--- config.mk ---
export PLATFORM = sky130hd
export DESIGN_NAME = iterative_divider
export DESIGN_NICKNAME = d
export VERILOG_FILES = /design/src/rtl/div_pkg.sv /design/src/rtl/div_step.sv /design/src/rtl/iterative_divider.sv
export SDC_FILE = /design/constraint.sdc
export NUM_CORES = 1
export LEC_CHECK = 0
export CAP_MARGIN = 20
export CORE_AREA = 4 4 250 252
export CTS_BUF_LIST = sky130_fd_sc_hd__clkbuf_4 sky130_fd_sc_hd__clkbuf_8
export CTS_CLUSTER_SIZE = 24
export DETAILED_ROUTE_END_ITERATION = 12
export DIE_AREA = 0 0 254 256
export PLACE_DENSITY = 0.69
export SYNTH_ARGS = -nofsm -noshare
export SYNTH_HDL_FRONTEND = slang
export SYNTH_HIERARCHICAL = 1
export SYNTH_SLANG_ARGS = --single-unit
--- constraint.sdc ---
create_clock -name clk -period 6.2 [get_ports clk]
set_clock_uncertainty 0.2 [all_clocks]
set_input_delay 1.24 -clock clk [delete_from_list [all_inputs] [get_ports clk]]
set_output_delay 1.24 -clock clk [all_outputs]
set_load 0.01 [all_outputs]
--- src/rtl/div_pkg.sv ---
// Shared encodings and helpers for the RV64M iterative divider.
// Op codes match funct3[1:0] of DIV/DIVU/REM/REMU.
package div_pkg;

    localparam int XLEN_DEFAULT = 64;

    localparam logic [1:0] OP_DIV  = 2'b00;
    localparam logic [1:0] OP_DIVU = 2'b01;
    localparam logic [1:0] OP_REM  = 2'b10;
    localparam logic [1:0] OP_REMU = 2'b11;

    typedef logic [1:0] state_t;
    localparam state_t IDLE = 2'd0;
    localparam state_t CALC = 2'd1;
    localparam state_t DONE = 2'd2;

    function automatic logic is_signed_op(input logic [1:0] op);
        return ~op[0];
    endfunction

    function automatic logic is_rem_op(input logic [1:0] op);
        return op[1];
    endfunction

endpackage

--- src/rtl/div_step.sv ---
// One combinational restoring-division step on magnitudes.
// Invariant: rem_in < divisor, so the shifted remainder fits in XLEN+1 bits.
module div_step #(
    parameter int XLEN = 64
) (
    input  logic [XLEN-1:0] rem_in,
    input  logic [XLEN-1:0] quo_in,
    input  logic [XLEN-1:0] divisor,
    output logic [XLEN-1:0] rem_out,
    output logic [XLEN-1:0] quo_out
);

    logic [XLEN:0] shifted_s;
    logic [XLEN:0] trial_s;

    // Shift {rem,quo} left, trial-subtract, keep difference if non-negative
    always_comb begin
        shifted_s = {rem_in, quo_in[XLEN-1]};
        trial_s   = shifted_s - {1'b0, divisor};
        if (trial_s[XLEN]) begin
            rem_out = shifted_s[XLEN-1:0];
            quo_out = {quo_in[XLEN-2:0], 1'b0};
        end else begin
            rem_out = trial_s[XLEN-1:0];
            quo_out = {quo_in[XLEN-2:0], 1'b1};
        end
    end

endmodule

--- src/rtl/iterative_divider.sv ---
// Multi-cycle RV64M divide/remainder unit with registered write-back outputs.
// Special cases take a single CALC cycle so their latency is one edge after accept.
module iterative_divider
    import div_pkg::*;
#(
    parameter int XLEN           = XLEN_DEFAULT,
    parameter int BITS_PER_CYCLE = 1
) (
    input  logic            clk,
    input  logic            rst_n,
    input  logic            start,
    input  logic            abort,
    input  logic [1:0]      op,
    input  logic [XLEN-1:0] dividend,
    input  logic [XLEN-1:0] divisor,
    input  logic [4:0]      rd_in,
    output logic            busy,
    output logic            done,
    output logic [XLEN-1:0] result,
    output logic [4:0]      rd_out
);

    localparam int ITER = XLEN / BITS_PER_CYCLE;
    localparam int CW   = $clog2(ITER);

    state_t          state_q,   state_d;
    logic [CW-1:0]   count_q,   count_d;
    logic [XLEN-1:0] rem_q,     rem_d;
    logic [XLEN-1:0] quo_q,     quo_d;
    logic [XLEN-1:0] dvs_q,     dvs_d;
    logic [1:0]      op_q,      op_d;
    logic [4:0]      rd_q,      rd_d;
    logic            neg_quo_q, neg_quo_d;
    logic            neg_rem_q, neg_rem_d;
    logic            special_q, special_d;
    logic            busy_q,    busy_d;
    logic            done_q,    done_d;
    logic [XLEN-1:0] result_q,  result_d;
    logic [4:0]      rd_out_q,  rd_out_d;

    logic [XLEN-1:0] rem_chain_s [BITS_PER_CYCLE+1];
    logic [XLEN-1:0] quo_chain_s [BITS_PER_CYCLE+1];

    logic            sign_a_s, sign_b_s, div_zero_s, ovf_s;
    logic [XLEN-1:0] abs_a_s, abs_b_s, special_val_s, final_s;

    assign rem_chain_s[0] = rem_q;
    assign quo_chain_s[0] = quo_q;

    for (genvar i = 0; i < BITS_PER_CYCLE; i++) begin : g_step
        div_step #(.XLEN(XLEN)) u_step (
            .rem_in  (rem_chain_s[i]),
            .quo_in  (quo_chain_s[i]),
            .divisor (dvs_q),
            .rem_out (rem_chain_s[i+1]),
            .quo_out (quo_chain_s[i+1])
        );
    end

    // Operand conditioning: magnitudes, sign flags and RISC-V special results
    always_comb begin
        sign_a_s   = is_signed_op(op) & dividend[XLEN-1];
        sign_b_s   = is_signed_op(op) & divisor[XLEN-1];
        abs_a_s    = sign_a_s ? ({XLEN{1'b0}} - dividend) : dividend;
        abs_b_s    = sign_b_s ? ({XLEN{1'b0}} - divisor) : divisor;
        div_zero_s = (divisor == {XLEN{1'b0}});
        ovf_s      = is_signed_op(op)
                     && (dividend == {1'b1, {(XLEN-1){1'b0}}})
                     && (divisor == {XLEN{1'b1}});
        if (div_zero_s) begin
            special_val_s = is_rem_op(op) ? dividend : {XLEN{1'b1}};
        end else begin
            special_val_s = is_rem_op(op) ? {XLEN{1'b0}} : dividend;
        end
    end

    // Sign fix-up applied on the last CALC edge so result is registered with done
    always_comb begin
        if (special_q) begin
            final_s = quo_q;
        end else if (is_rem_op(op_q)) begin
            final_s = neg_rem_q ? ({XLEN{1'b0}} - rem_chain_s[BITS_PER_CYCLE])
                                : rem_chain_s[BITS_PER_CYCLE];
        end else begin
            final_s = neg_quo_q ? ({XLEN{1'b0}} - quo_chain_s[BITS_PER_CYCLE])
                                : quo_chain_s[BITS_PER_CYCLE];
        end
    end

    // Next-state logic; abort overrides everything and leaves outputs held
    always_comb begin
        state_d   = state_q;
        count_d   = count_q;
        rem_d     = rem_q;
        quo_d     = quo_q;
        dvs_d     = dvs_q;
        op_d      = op_q;
        rd_d      = rd_q;
        neg_quo_d = neg_quo_q;
        neg_rem_d = neg_rem_q;
        special_d = special_q;
        result_d  = result_q;
        rd_out_d  = rd_out_q;
        busy_d    = 1'b0;
        done_d    = 1'b0;
        if (abort) begin
            state_d = IDLE;
        end else begin
            case (state_q)
                IDLE, DONE: begin
                    if (start) begin
                        state_d   = CALC;
                        busy_d    = 1'b1;
                        op_d      = op;
                        rd_d      = rd_in;
                        neg_quo_d = sign_a_s ^ sign_b_s;
                        neg_rem_d = sign_a_s;
                        dvs_d     = abs_b_s;
                        rem_d     = {XLEN{1'b0}};
                        if (div_zero_s || ovf_s) begin
                            special_d = 1'b1;
                            quo_d     = special_val_s;
                            count_d   = CW'(ITER - 1);
                        end else begin
                            special_d = 1'b0;
                            quo_d     = abs_a_s;
                            count_d   = {CW{1'b0}};
                        end
                    end else begin
                        state_d = IDLE;
                    end
                end
                CALC: begin
                    rem_d   = rem_chain_s[BITS_PER_CYCLE];
                    quo_d   = quo_chain_s[BITS_PER_CYCLE];
                    count_d = count_q + CW'(1);
                    if (count_q == CW'(ITER - 1)) begin
                        state_d  = DONE;
                        done_d   = 1'b1;
                        result_d = final_s;
                        rd_out_d = rd_q;
                    end else begin
                        busy_d = 1'b1;
                    end
                end
                default: begin
                    state_d = IDLE;
                end
            endcase
        end
    end

    // State and output registers
    always_ff @(posedge clk or negedge rst_n) begin
        if (!rst_n) begin
            state_q   <= IDLE;
            count_q   <= {CW{1'b0}};
            rem_q     <= {XLEN{1'b0}};
            quo_q     <= {XLEN{1'b0}};
            dvs_q     <= {XLEN{1'b0}};
            op_q      <= 2'b00;
            rd_q      <= 5'd0;
            neg_quo_q <= 1'b0;
            neg_rem_q <= 1'b0;
            special_q <= 1'b0;
            busy_q    <= 1'b0;
            done_q    <= 1'b0;
            result_q  <= {XLEN{1'b0}};
            rd_out_q  <= 5'd0;
        end else begin
            state_q   <= state_d;
            count_q   <= count_d;
            rem_q     <= rem_d;
            quo_q     <= quo_d;
            dvs_q     <= dvs_d;
            op_q      <= op_d;
            rd_q      <= rd_d;
            neg_quo_q <= neg_quo_d;
            neg_rem_q <= neg_rem_d;
            special_q <= special_d;
            busy_q    <= busy_d;
            done_q    <= done_d;
            result_q  <= result_d;
            rd_out_q  <= rd_out_d;
        end
    end

    assign busy   = busy_q;
    assign done   = done_q;
    assign result = result_q;
    assign rd_out = rd_out_q;

endmodule

# After elaboration in Yosys (flattened, before gate mapping)
# Cells that the tools add are included.
# word_totals
reg_bits,281
input_bits,139
out_inout_bits,71
wordCells,73
# op_classes
add_sub_neg,6
n_eq_ne,7
mux,31
bitwise_logic,5
n_reduce_logical,10
# ops
op,count
$mux W64,13
$pmux W64 S2,2
$sub A1 B64 Y64 const A,4
$eq A64 B64 Y1 const B,2
$sub A65 B64 Y65,1
$logic_not A64 Y1,1
$mux W6,2
$pmux W6 S2,1
$mux W1,9
$reduce_and A3 Y1,3
$add A6 B1 Y6 const B,1
$eq A6 B6 Y1 const B,1
$mux W2,2
$pmux W2 S2,1
$ne A3 B3 Y1 const B,1
$and A1 B1 Y1,2
$eq A2 B1 Y1 const B,1
$eq A2 B2 Y1 const B,1
$logic_and A1 B1 Y1,2
$logic_not A2 Y1,1
$ne A2 B2 Y1 const B,1
$not A1 Y1,2
$pmux W1 S2,1
$reduce_bool A2 Y1,1
other kinds (3),3

# Longest topological paths before layout
# depth
depth_word,7
depth_mapped,26
depth_no_buf,22

# By module
# The synthesis kept the hierarchy.
# modules_own_cells
module,instances,cells_per_inst,area_each_um2,seq_area_each_um2
iterative_divider,1,2235,18677.9,7006.7
div_step,1,858,5198.7,0.0

# Worst setup path after synthesis
# Ideal clock, no wire load.
# synth_timing
path_type,reg2reg
from,register quo_q[63]
to,register result_q[63] (netlist: result[63])
setup_time_ns,0.121
arrival_ns,5.262
required_time_ns,5.879
setup_slack_ns,0.617
path_stages_with_launch,23
n_path_buf,3
synth_period_minus_slack_ns,5.583
path_cell_list,dfrtp_1 > inv_1 > ha_1 > fa_1 > nor2b_1 > o31a_1 > o221ai_1 > o211ai_2 > a211oi_2 > o21ai_2 > a41oi_2 > xor2_2 > buf_6 > buf_2 > nand2_1 > o21ai_0 > or4_1 > clkbuf_1 > nor3_1 > nand4_1 > or4_1 > o311a_1 > a22o_1
# synth_lines
item,line_no,rtl
start: declaration,iterative_divider.sv:29,"logic [XLEN-1:0] quo_q, quo_d;"
start signal: assignment,iterative_divider.sv:159,quo_q <= {XLEN{1'b0}};
start signal: assignment,iterative_divider.sv:174,quo_q <= quo_d;
end signal: assignment,iterative_divider.sv:168,result_q <= {XLEN{1'b0}};
end signal: assignment,iterative_divider.sv:183,result_q <= result_d;
end: declaration,iterative_divider.sv:38,"logic [XLEN-1:0] result_q, result_d;"

==> flow_metrics.env <==
export IMPL_cts_tree="yes"
export IMPL_worstHoldPathType="reg2reg"
export IMPL_syn_instance_count=3093
export IMPL_grt_max_degree=127
export IMPL_row_count=90
export IMPL_synth_area_um2=23900
export IMPL_min_period_ps=5950
export IMPL_ys_flop_type="dfrtp_1"
export IMPL_die_w_um=254
export IMPL_cts_hold_fix_buffers=0
export IMPL_grt_first_pass_wirelength_um=149000
export IMPL_die_area_um2=65000
export IMPL_via_per_inst=6.26
export IMPL_gp_congestion=1.01
export IMPL_fillers=6074
export IMPL_layout_drive_gt1_share=0.108
export IMPL_p_leak_nw=11.5
export IMPL_ys_ff_latch=280
export IMPL_insertion_delay_ps=700
export IMPL_finalMaxSlewViolations=0
export IMPL_syn_avg_cell_area_um2=7.72
export IMPL_dpl_worst_slack_ps=-74.4
export IMPL_synth_top_cell_area_share=0.293
export IMPL_setup_violations=0
export IMPL_nets=3461
export IMPL_drt_pass1_iterations=7
export IMPL_grt_usage=0.292
export IMPL_fmax_ghz=0.168
export IMPL_worst_pin_slew_ps=1230
export IMPL_io_buffers=209
export IMPL_ant_nets=0
export IMPL_htreeDepth=2
export IMPL_startpoint="dvs_q[0]"
export IMPL_synth_top_area_cell="dfrtp_1"
export IMPL_clkSinkCount=280
export IMPL_rrSetupSlack_ps=250
export IMPL_async_flop_share=1.00
export IMPL_cap_viol_max_count=0
export IMPL_max_slew_margin_rel=0.180
export IMPL_setup_worst_path_end_class="flop"
export IMPL_syn_num_nets=3303
export IMPL_pwr_density_cell_nw_per_um2=375
export IMPL_post_route_drc_count=0
export IMPL_fp_coreArea_um2=60100
export IMPL_arrival_ps=6260
export IMPL_clk_pin_slew_ps=70
export IMPL_synth_edf_count=0
export IMPL_r2r_start="dvs_q[0]"
export IMPL_drtIter0Drc=3231
export IMPL_synthTopCellsByArea="dfrtp_1 29%, o21ai_0 6.8%, nand2_1 5.3%"
export IMPL_status="finished clean"
export IMPL_ios=210
export IMPL_antenna_found_initial=1
export IMPL_cts_inserted_buffers=54
export IMPL_hold_ws_ps=263
export IMPL_critical_path_class="reg2reg"
export IMPL_cts_root_buf="clkbuf_8"
export IMPL_hpwl_um=74600
export IMPL_hold_violations=0
export IMPL_finalWirelength_um=98500
export IMPL_initial_core_util=0.397
export IMPL_post_route_period_util=0.960
export IMPL_peakVddDrop_v=0.000271
export IMPL_fp_dieH_um=256
export IMPL_synthDistinctLibCells=92
export IMPL_final_common_cell="nand2_1"
export IMPL_wl_per_cell_um=24.2
export IMPL_worstHoldStart="rd_q[2]"
export IMPL_ys_warnings_count=6
export IMPL_layout_setup_ws_ps=248
export IMPL_worstPathRequired_ps=6500
export IMPL_syn_to_final_growth_pct=18.1
export IMPL_seq_area_frac_synth=0.293
export IMPL_critPathLaunchType="flop"
export IMPL_layout_common_cells="332 x nand2_1, 325 x o21ai_0, 276 x dfrtp_1"
export IMPL_grt_pass1_vias=24300
export IMPL_grt_overflow=0
export IMPL_vias=25500
export IMPL_clockBufferDepth=3
export IMPL_crit_fanout=13
-- metrics by stage --
step | TNS [ps] | cell area [um^2] | instances | power, W | utilization
2_1_floorplan | 0 | 23900 | 3093 | 0.00618 | -
3_3_place_gp | 0 | 26900 | 3968 | 0.00826 | 0.447
3_5_place_dp | -188 | 26900 | 3968 | 0.00829 | 0.447
4_1_cts | 0 | 28000 | 4061 | 0.0103 | 0.466
5_1_grt | -18.5 | 28200 | 4071 | 0.0112 | 0.469
6_report | 0 | 28200 | 4071 | 0.0106 | 0.469
-- state kept, by name (all words and copies together), names as in the netlist, 2 cells and up --
signal,flops
rem_q,64
rd_out,5
count_q,6
rd_q,5
quo_q,64
state_q,2
dvs_q,64
result,64
-- synth_stat cells (7+ instances only) --
master and instances:
a211oi_1 28, a21o_1 25, a21oi_1 231, a221oi_1 14, a22o_1 67, a22oi_1 18
a31oi_1 35, and3_1 29, buf_1 15, buf_2 19, buf_4 68, clkbuf_1 168
dfrtp_1 280, ha_1 70, inv_1 112, mux2_2 10, mux2i_1 21, nand2_1 334
nand2b_1 18, nand3_1 43, nand4_1 79, nor2_1 215, nor2b_1 20, nor3_1 98
nor3b_1 8, nor4_1 70, o211ai_1 12, o21a_1 28, o21ai_0 325, o21ai_1 15
o21bai_1 16, o221ai_1 14, o22ai_1 21, o31a_1 8, o31ai_1 59, o32ai_1 7
o41ai_1 35, or2_2 19, or3_1 55, or4_1 44, xnor2_1 134, xor2_1 94
-- path summary, 6_finish.rpt --
kind,end,cells past startpoint
max in group asynchronous,op_q[1],2
hold / removal,rd_out[2],2
min in group asynchronous,dvs_q[0],1
setup / recovery,result[42],22
hold reg to reg,rd_out[2],2
setup reg to reg,result[42],22
-- cell families (layout without fill, tap and decap cells) --
family | after synthesis | after routing | synth area share
AND/OR/NAND/NOR | 1065 | 1065 | 0.221
AO/OA/AOI/OAI | 1024 | 1024 | 0.273
buffers and inverters | 389 | 583 | 0.0742
flip-flops | 280 | 280 | 0.293
XOR/XNOR | 229 | 230 | 0.0843
adder cells (fa/ha/maj) | 71 | 71 | 0.0375
multiplexers | 35 | 35 | 0.0160
other | 0 | 1 | 0
-- layout make-up --
class / instances / area, um^2 / share of cell area
clock buffer: 77 / 985 / 0.0349
antenna: 1 / 2.50 / 0.0000887
clock inverter: 16 / 116 / 0.00413
multi-input combinational: 2425 / 15300 / 0.542
timing repair buffer: 377 / 3410 / 0.121
tap: 782 / 978 / 0.0347
sequential: 280 / 7010 / 0.249
inverter: 113 / 424 / 0.0150
-- power breakdown --
group / total (W) / switching, W / internal [W] / leakage, nW
Sequential: 0.00269 / 0.000559 / 0.00213 / 3.62
Clock: 0.00194 / 0.000882 / 0.00106 / 0.590
Combinational: 0.00594 / 0.00359 / 0.00235 / 7.27
-- worst max-delay path: stages, from the launching register on --
cell and delay (ps):
dfrtp_1 390, ha_1 230, fa_2 360, nor2b_1 150, o31a_1 190, o221ai_2 160
o211ai_2 300, a211oi_4 130, o21ai_2 250, a41oi_4 250, xor2_4 260, buf_12 170
buf_4 170, nand2_1 70, o21ai_0 90, nor4_1 380, buf_4 190, nand4_1 240
or4_4 600, or4_4 460, o31ai_2 210, xor2_1 200, a31oi_1 100
-- timing repair --
item / 4_1_cts / 5_1_grt
endpoints found under the setup margin: 13 / 38
pin swaps: 0 / 9
gates cloned: 0 / 1
resized for setup: 2 / 18
buffers inserted: 0 / 8
-- routing by layer --
metal  part of all wire  track usage  up-vias
li1                   -            -    11700
met2               0.44        0.450     1421
met1               0.41        0.391    12100
met3               0.11       0.0731      249
met4              0.048        0.121        0
met5                  0            0        -
(Power assumes the default switching activity.)
